### src/rtl/cfg_reg_arbiter_if.sv
// Requester-side and register-bank-side signals of the configuration write arbiter.
// The arbiter connects through the slave modport. The requesters and the bank, or a
// bench standing in for them, connect through the master modport.
interface cfg_reg_arbiter_if #(
  parameter int NREQ     = 2,
  parameter int NREG     = 4,
  parameter int ADDRW    = 2,
  parameter int SIZEDATA = 5
);
  logic [NREQ-1:0]          req;
  logic [NREQ-1:0]          req_clr;
  logic [NREQ*ADDRW-1:0]    req_addr;
  logic [NREQ*SIZEDATA-1:0] req_data;
  logic                     clear_all;
  logic [NREQ-1:0]          ack;
  logic                     err;
  logic [NREG-1:0]          reg_enable;
  logic [NREG-1:0]          reg_clear;
  logic [SIZEDATA-1:0]      reg_datain;
  logic                     busy;

  modport master (
    output req, req_clr, req_addr, req_data, clear_all,
    input  ack, err, reg_enable, reg_clear, reg_datain, busy
  );

  modport slave (
    input  req, req_clr, req_addr, req_data, clear_all,
    output ack, err, reg_enable, reg_clear, reg_datain, busy
  );
endinterface

### src/rtl/cfg_reg_arbiter.sv
// Round-robin arbiter that serialises register write/clear requests from NREQ
// sources into single-cycle enable/clear pulses on a bank of NREG registers.
// Each transaction takes three cycles: IDLE (arbitrate), WRITE (pulse), ACK.
// Every output is decoded from the state register and the latched transaction,
// so no combinational path runs from the inputs to the outputs.
module cfg_reg_arbiter #(
  parameter int NREQ     = 2,
  parameter int NREG     = 4,
  parameter int ADDRW    = 2,
  parameter int SIZEDATA = 5
) (
  input  logic             clk,
  input  logic             reset,
  cfg_reg_arbiter_if.slave bus
);

  localparam int PTRW = (NREQ > 1) ? $clog2(NREQ) : 1;
  localparam logic [ADDRW:0] NREG_L = (ADDRW+1)'(NREG);

  typedef enum logic [1:0] {IDLE, CLRALL, WRITE, ACK} state_t;

  state_t              r_state;
  state_t              w_next;
  logic [PTRW-1:0]     r_ptr;
  logic [PTRW-1:0]     r_win;
  logic [ADDRW-1:0]    r_addr;
  logic                r_clr;
  logic [SIZEDATA-1:0] r_data;

  logic                w_grant;
  logic [PTRW-1:0]     w_sel;
  logic [ADDRW-1:0]    w_sel_addr;
  logic [SIZEDATA-1:0] w_sel_data;
  logic                w_sel_clr;
  logic [NREG-1:0]     w_addr_dec;
  logic                w_addr_ok;
  logic [NREQ-1:0]     w_ack;
  logic                w_err;
  logic [NREG-1:0]     w_enable;
  logic [NREG-1:0]     w_clear;
  logic                w_busy;

  // The first active requester found searching upward from ptr+1 with wrap-around.
  // Scanning from the far end lets the nearest hit overwrite earlier ones, so the
  // loop needs no early exit.
  function automatic logic [PTRW-1:0] f_rr_pick(input logic [NREQ-1:0] req,
                                                input logic [PTRW-1:0] ptr);
    logic [PTRW-1:0] sel;
    sel = '0;
    for (int k = NREQ; k >= 1; k--) begin
      if (req[(int'(ptr) + k) % NREQ]) sel = PTRW'((int'(ptr) + k) % NREQ);
    end
    return sel;
  endfunction

  // Addresses at or beyond NREG have no register behind them.
  function automatic logic f_in_range(input logic [ADDRW-1:0] addr);
    return ({1'b0, addr} < NREG_L);
  endfunction

  assign w_grant    = (r_state == IDLE) && !bus.clear_all && (|bus.req);
  assign w_sel      = f_rr_pick(bus.req, r_ptr);
  assign w_sel_addr = bus.req_addr[w_sel*ADDRW +: ADDRW];
  assign w_sel_data = bus.req_data[w_sel*SIZEDATA +: SIZEDATA];
  assign w_sel_clr  = bus.req_clr[w_sel];
  assign w_addr_ok  = f_in_range(r_addr);

  // State register.
  always_ff @(posedge clk or negedge reset) begin
    if (!reset) r_state <= IDLE;
    else        r_state <= w_next;
  end

  // Next-state logic and output decode from the state and the latched transaction.
  always_comb begin
    w_next   = r_state;
    w_ack    = '0;
    w_err    = 1'b0;
    w_enable = '0;
    w_clear  = '0;
    w_busy   = (r_state != IDLE);
    for (int i = 0; i < NREG; i++) w_addr_dec[i] = (r_addr == ADDRW'(i));
    unique case (r_state)
      IDLE: begin
        if (bus.clear_all)   w_next = CLRALL;
        else if (|bus.req)   w_next = WRITE;
      end
      CLRALL: begin
        w_clear = '1;
        w_next  = IDLE;
      end
      WRITE: begin
        if (r_clr) w_clear  = w_addr_dec;
        else       w_enable = w_addr_dec;
        w_next = ACK;
      end
      ACK: begin
        for (int i = 0; i < NREQ; i++) w_ack[i] = (r_win == PTRW'(i));
        w_err  = !w_addr_ok;
        w_next = IDLE;
      end
      default: w_next = IDLE;
    endcase
  end

  // Latch the winning request at grant. The bank data bus changes only for an
  // in-range write, so clears and errored requests leave it untouched.
  always_ff @(posedge clk or negedge reset) begin
    if (!reset) begin
      r_win  <= '0;
      r_addr <= '0;
      r_clr  <= 1'b0;
      r_data <= '0;
    end else if (w_grant) begin
      r_win  <= w_sel;
      r_addr <= w_sel_addr;
      r_clr  <= w_sel_clr;
      if (!w_sel_clr && f_in_range(w_sel_addr)) r_data <= w_sel_data;
    end
  end

  // The round-robin pointer advances to the winner once its ack is issued.
  // Its reset value NREQ-1 makes requester 0 the first winner.
  always_ff @(posedge clk or negedge reset) begin
    if (!reset)              r_ptr <= PTRW'(NREQ-1);
    else if (r_state == ACK) r_ptr <= r_win;
  end

  assign bus.ack        = w_ack;
  assign bus.err        = w_err;
  assign bus.reg_enable = w_enable;
  assign bus.reg_clear  = w_clear;
  assign bus.reg_datain = r_data;
  assign bus.busy       = w_busy;

endmodule

### src/flat_wrapper.sv
// flat-port wrapper written by rule: the top's interface ports become plain ports
module cfg_reg_arbiter_flat 
#(
  parameter int NREQ     = 2,
  parameter int NREG     = 4,
  parameter int ADDRW    = 2,
  parameter int SIZEDATA = 5
)
  (clk, reset, bus_req, bus_req_clr, bus_req_addr, bus_req_data, bus_clear_all, bus_ack, bus_err, bus_reg_enable, bus_reg_clear, bus_reg_datain, bus_busy);
  cfg_reg_arbiter_if #(.NREQ(NREQ), .NREG(NREG), .ADDRW(ADDRW), .SIZEDATA(SIZEDATA)) bus_i ();
  input  logic clk;
  input  logic reset;
  input wire logic [$bits(bus_i.req)-1:0] bus_req;
  input wire logic [$bits(bus_i.req_clr)-1:0] bus_req_clr;
  input wire logic [$bits(bus_i.req_addr)-1:0] bus_req_addr;
  input wire logic [$bits(bus_i.req_data)-1:0] bus_req_data;
  input wire logic [$bits(bus_i.clear_all)-1:0] bus_clear_all;
  output wire logic [$bits(bus_i.ack)-1:0] bus_ack;
  output wire logic [$bits(bus_i.err)-1:0] bus_err;
  output wire logic [$bits(bus_i.reg_enable)-1:0] bus_reg_enable;
  output wire logic [$bits(bus_i.reg_clear)-1:0] bus_reg_clear;
  output wire logic [$bits(bus_i.reg_datain)-1:0] bus_reg_datain;
  output wire logic [$bits(bus_i.busy)-1:0] bus_busy;
  assign bus_i.req = bus_req;
  assign bus_i.req_clr = bus_req_clr;
  assign bus_i.req_addr = bus_req_addr;
  assign bus_i.req_data = bus_req_data;
  assign bus_i.clear_all = bus_clear_all;
  assign bus_ack = bus_i.ack;
  assign bus_err = bus_i.err;
  assign bus_reg_enable = bus_i.reg_enable;
  assign bus_reg_clear = bus_i.reg_clear;
  assign bus_reg_datain = bus_i.reg_datain;
  assign bus_busy = bus_i.busy;
  cfg_reg_arbiter #(.NREQ(NREQ), .NREG(NREG), .ADDRW(ADDRW), .SIZEDATA(SIZEDATA)) u_core (.clk(clk), .reset(reset), .bus(bus_i));
endmodule
### config.mk
export PLATFORM = sky130hd
export DESIGN_NAME = cfg_reg_arbiter_flat
export DESIGN_NICKNAME = d
export VERILOG_FILES = /design/src/rtl/cfg_reg_arbiter_if.sv /design/src/rtl/cfg_reg_arbiter.sv /design/src/flat_wrapper.sv
export SDC_FILE = /design/constraint.sdc
export NUM_CORES = 1
export LEC_CHECK = 0
export CORE_AREA = 2 2 51 53
export DETAILED_ROUTE_END_ITERATION = 6
export DIE_AREA = 0 0 53 55
export GPL_ROUTABILITY_DRIVEN = 0
export GPL_TIMING_DRIVEN = 0
export PLACE_DENSITY = 0.72
export SLEW_MARGIN = 20
export SYNTH_ARGS = -nofsm -noshare
export SYNTH_HDL_FRONTEND = slang
export SYNTH_SLANG_ARGS = --single-unit
### constraint.sdc
create_clock -name clk -period 1.62 [get_ports clk]
set_input_delay 0.486 -clock clk [delete_from_list [all_inputs] [get_ports clk]]
set_output_delay 0.486 -clock clk [all_outputs]
set_load 0.02 [all_outputs]
==> flow_metrics.py <==
metrics = {
    "status": {
        "status": "finished, violations left",
        "violations": "negative setup slack",
    },
    "placed_design": {
        "preCtsSetupSlack_ns": -0.538,
        "io_buffers": 36,
        "placed_area_um2": 1250,
        "dp_hpwl_mm": 1.52,
    },
    "final_layout": {
        "drive_gt1_share_pct": 42.4,
        "area_growth_syn_to_layout_pct": 81.4,
        "fillers": 211,
        "layout_common_cells": "clkdlybuf4s50_1 (18), buf_4 (15), buf_6 (10), dfrtp_1 (9), o21ai_0 (8)",
        "layout_commonest_cell": "clkdlybuf4s50_1",
        "n_antenna_cell": 0,
        "nNetsFinal": 166,
        "stdcell_area_um2": 1480,
    },
    "global_routing": {
        "grt-ovfl-total": 0,
        "use_met3_pct": 2.96,
        "grt_pass1_wl_mm": 3.48,
        "grt_pass1_vias": 853,
        "met1_usage_pct": 16.7,
        "grt-busiest-layer": "met2",
        "gr-usage-all-layers_pct": 16.8,
        "grt_antenna_before_repair": 0,
        "grt_max_degree": 13,
        "grtUsageMet2_pct": 34.4,
    },
    "die": {
        "dieArea_um2": 2920,
        "die_w_um": 53,
        "coreArea_um2": 2360,
        "rows": 18,
        "pin_count": 38,
        "die_h_um": 55,
        "start_util_pct": 34.5,
    },
    "setup_path": {
        "startpoint": "u_core.r_state[1]",
        "cp_max_fo": 5,
        "crit_type": "flip-flop to output port",
        "cp.required_ns": 1.13,
        "start_kind": "flip-flop",
        "path_cells": "buf_6, ha_4, nand2_4, nor3b_2, o21a_2, buf_6",
        "slowest_stage": "dfrtp_1",
        "path_delay_family": "flip-flops",
        "endpoint_kind": "output port",
        "rr_startpoint": "u_core.r_state[1]",
        "path_buf_inv": 2,
        "arrival_ns": 1.47,
        "cp_common_cell": "buf_6",
        "crit_path_max_incr_delay_ns": 0.42,
    },
    "synth": {
        "ys_warn_count": 0,
        "syn_area_um2": 816,
        "synth_cells": 88,
        "synth.net_count": 114,
        "ys_seq_elements": 12,
        "syn_area_per_cell_um2": 9.27,
        "netlist-cell-type-count": 33,
        "yosysSeqAreaShare_pct": 37.0,
    },
    "run": {
        "cap_violations": 0,
    },
    "hold_path": {
        "min_path_type": "flip-flop to flip-flop",
        "min_from": "u_core.bus.reg_datain[1]",
    },
    "route": {
        "postRouteAntennaNets": 0,
        "drt_pass1_iterations": 4,
        "vias": 832,
        "drc_errors": 0,
        "dr.first_iter.drc_count": 10,
        "drt_wl_total_mm": 2.19,
        "wl_per_cell_um": 12.9,
        "vias_per_cell": 4.92,
    },
    "cts": {
        "cts.sinks": 12,
        "root_buffer": "clkbuf_4",
        "clkSlewWorstSetupHoldPaths_ns": 0.08,
        "cts_buffer_depth": 2,
        "clock_latency_ns": 0.27,
        "h-tree-depth": 1,
        "cts_hold_buf": 0,
        "cts_tree": "yes",
        "cts_made_buffers": 3,
    },
    "power_and_ir_drop": {
        "power_frac_seq_pct": 27.1,
        "comb_power_share_pct": 63.5,
        "p_leak_nw": 0.630,
        "clockPowerShare_pct": 9.5,
        "p_sw_w": 0.00103,
        "swShare_pct": 41.3,
        "ir_worst_vdd_mv": 0.935,
        "power_density_nw_per_um2": 1680,
        "power.internal_w": 0.00146,
    },
    "sta": {
        "skew_ns": 0.000954,
        "tightestPinTransition_ns": 0.552,
        "grt_setup_unrepaired": "yes",
        "drv_slew": 0,
        "max-slew-margin-rel_pct": 63.1,
        "fin_ws_ns": -0.336,
        "final.period_utilization_pct": 121,
        "min_period_ns": 1.96,
        "fmax_mhz": 511,
        "final-hold-violation-count": 0,
        "setup_violations": 11,
    },
}
==> power by group through the flow <==
stage | clock network, W | logic, W | registers, W
global route | 0.000254 | 0.00169 | 0.000706
CTS | 0.000242 | 0.00145 | 0.000645
global placement | 0 | 0.00122 | 0.000579
finish | 0.000236 | 0.00158 | 0.000675
floorplan | 0 | 0.000719 | 0.000634
detailed placement | 0 | 0.00124 | 0.000580
==> metal layers <==
| layer | routed length [µm] | vias to the layer above |
|---|---|---|
| li1 | - | 414 |
| met1 | 845 | 378 |
| met2 | 1180 | 36 |
| met3 | 133 | 4 |
| met4 | 24 | 0 |
| met5 | 0 | - |
==> synthesized netlist by cell type <==
library cell / number / area [µm²]
buf_4: 1 / 7.51
ha_1: 5 / 62.6
a41oi_1: 1 / 8.76
a211oi_1: 1 / 7.51
nor3_1: 3 / 15.0
o21ai_0: 8 / 40.0
o21a_1: 2 / 15.0
a2bb2oi_1: 5 / 43.8
dfrtp_1: 11 / 275
nand2b_1: 1 / 6.26
nor2_2: 1 / 6.26
and4b_1: 1 / 10.0
a21oi_1: 4 / 20.0
nor4b_1: 1 / 8.76
nand2_1: 7 / 26.3
nor2b_1: 5 / 31.3
dfstp_2: 1 / 26.3
and3_1: 1 / 6.26
conb_1: 1 / 3.75
or3_1: 5 / 31.3
a31oi_1: 2 / 12.5
a21bo_4: 1 / 16.3
clkbuf_1: 2 / 7.51
buf_6: 1 / 11.3
nor4bb_1: 2 / 20.0
inv_1: 4 / 15.0
nor2_1: 5 / 18.8
nor2_4: 1 / 11.3
mux2_2: 1 / 11.3
nor3b_1: 1 / 7.51
a21boi_4: 1 / 18.8
and2_1: 1 / 6.26
or2b_1: 1 / 7.51
==> registers in the layout, summed over array words and instances, names as in the netlist <==
name,count
u_core.r_win,1
u_core.r_clr,1
u_core.r_state,2
u_core.r_ptr,1
u_core.bus.reg_datain,5
u_core.r_addr,2
==> final cells by class <==
type	instances	area [µm²]	area share [%]
Buffer	2	18.8	1.27
Clock buffer	4	36.3	2.45
Inverter	4	17.5	1.18
Multi-Input combinational cell	68	613	41.4
Sequential cell	12	304	20.5
Tap cell	30	37.5	2.54
Timing Repair Buffer	49	453	30.6
==> final timing paths <==
check                                      endpoint  slack, ns  cells past startpoint
max in group asynchronous          u_core.r_addr[1]       0.66                      1
hold / removal             u_core.bus.reg_datain[1]       0.54                      1
setup reg to reg                  u_core.r_state[1]       0.09                      7
min in group asynchronous  u_core.bus.reg_datain[3]       0.57                      1
hold reg to reg            u_core.bus.reg_datain[1]       0.54                      1
setup / recovery                   bus_reg_clear[1]      -0.34                      6
==> per-stage QoR <==
stage               std cells  TNS (ns)  util [%]  power [W]  hold slack (ns)
global placement          154     -6.73      52.9    0.00179            0.533
finish                    169     -2.92      62.6    0.00249            0.545
floorplan                  88   -0.0306         -    0.00135            0.190
CTS                       166     -2.33      59.6    0.00234            0.552
global route              169     -3.58      62.6    0.00265            0.576
detailed placement        154     -7.23      52.9    0.00182            0.529
==> cell families after synthesis <==
| group | synth area share (%) |
|---|---|
| compound gates | 22.4 |
| simple gates | 26.1 |
| buf+inv | 5.06 |
| mux | 1.38 |
| flops | 37.0 |
| fa+ha+maj | 7.67 |
| other cells | 0.460 |
==> repair_timing <==
action | CTS | global route
gates resized for setup | 85 | 11
pin swaps | 2 | 2
endpoints found under the hold margin | 0 | 0
buffers inserted | 10 | 3
setup endpoints to repair | 24 | 18
Note: power is estimated with default switching activity, not from simulation.
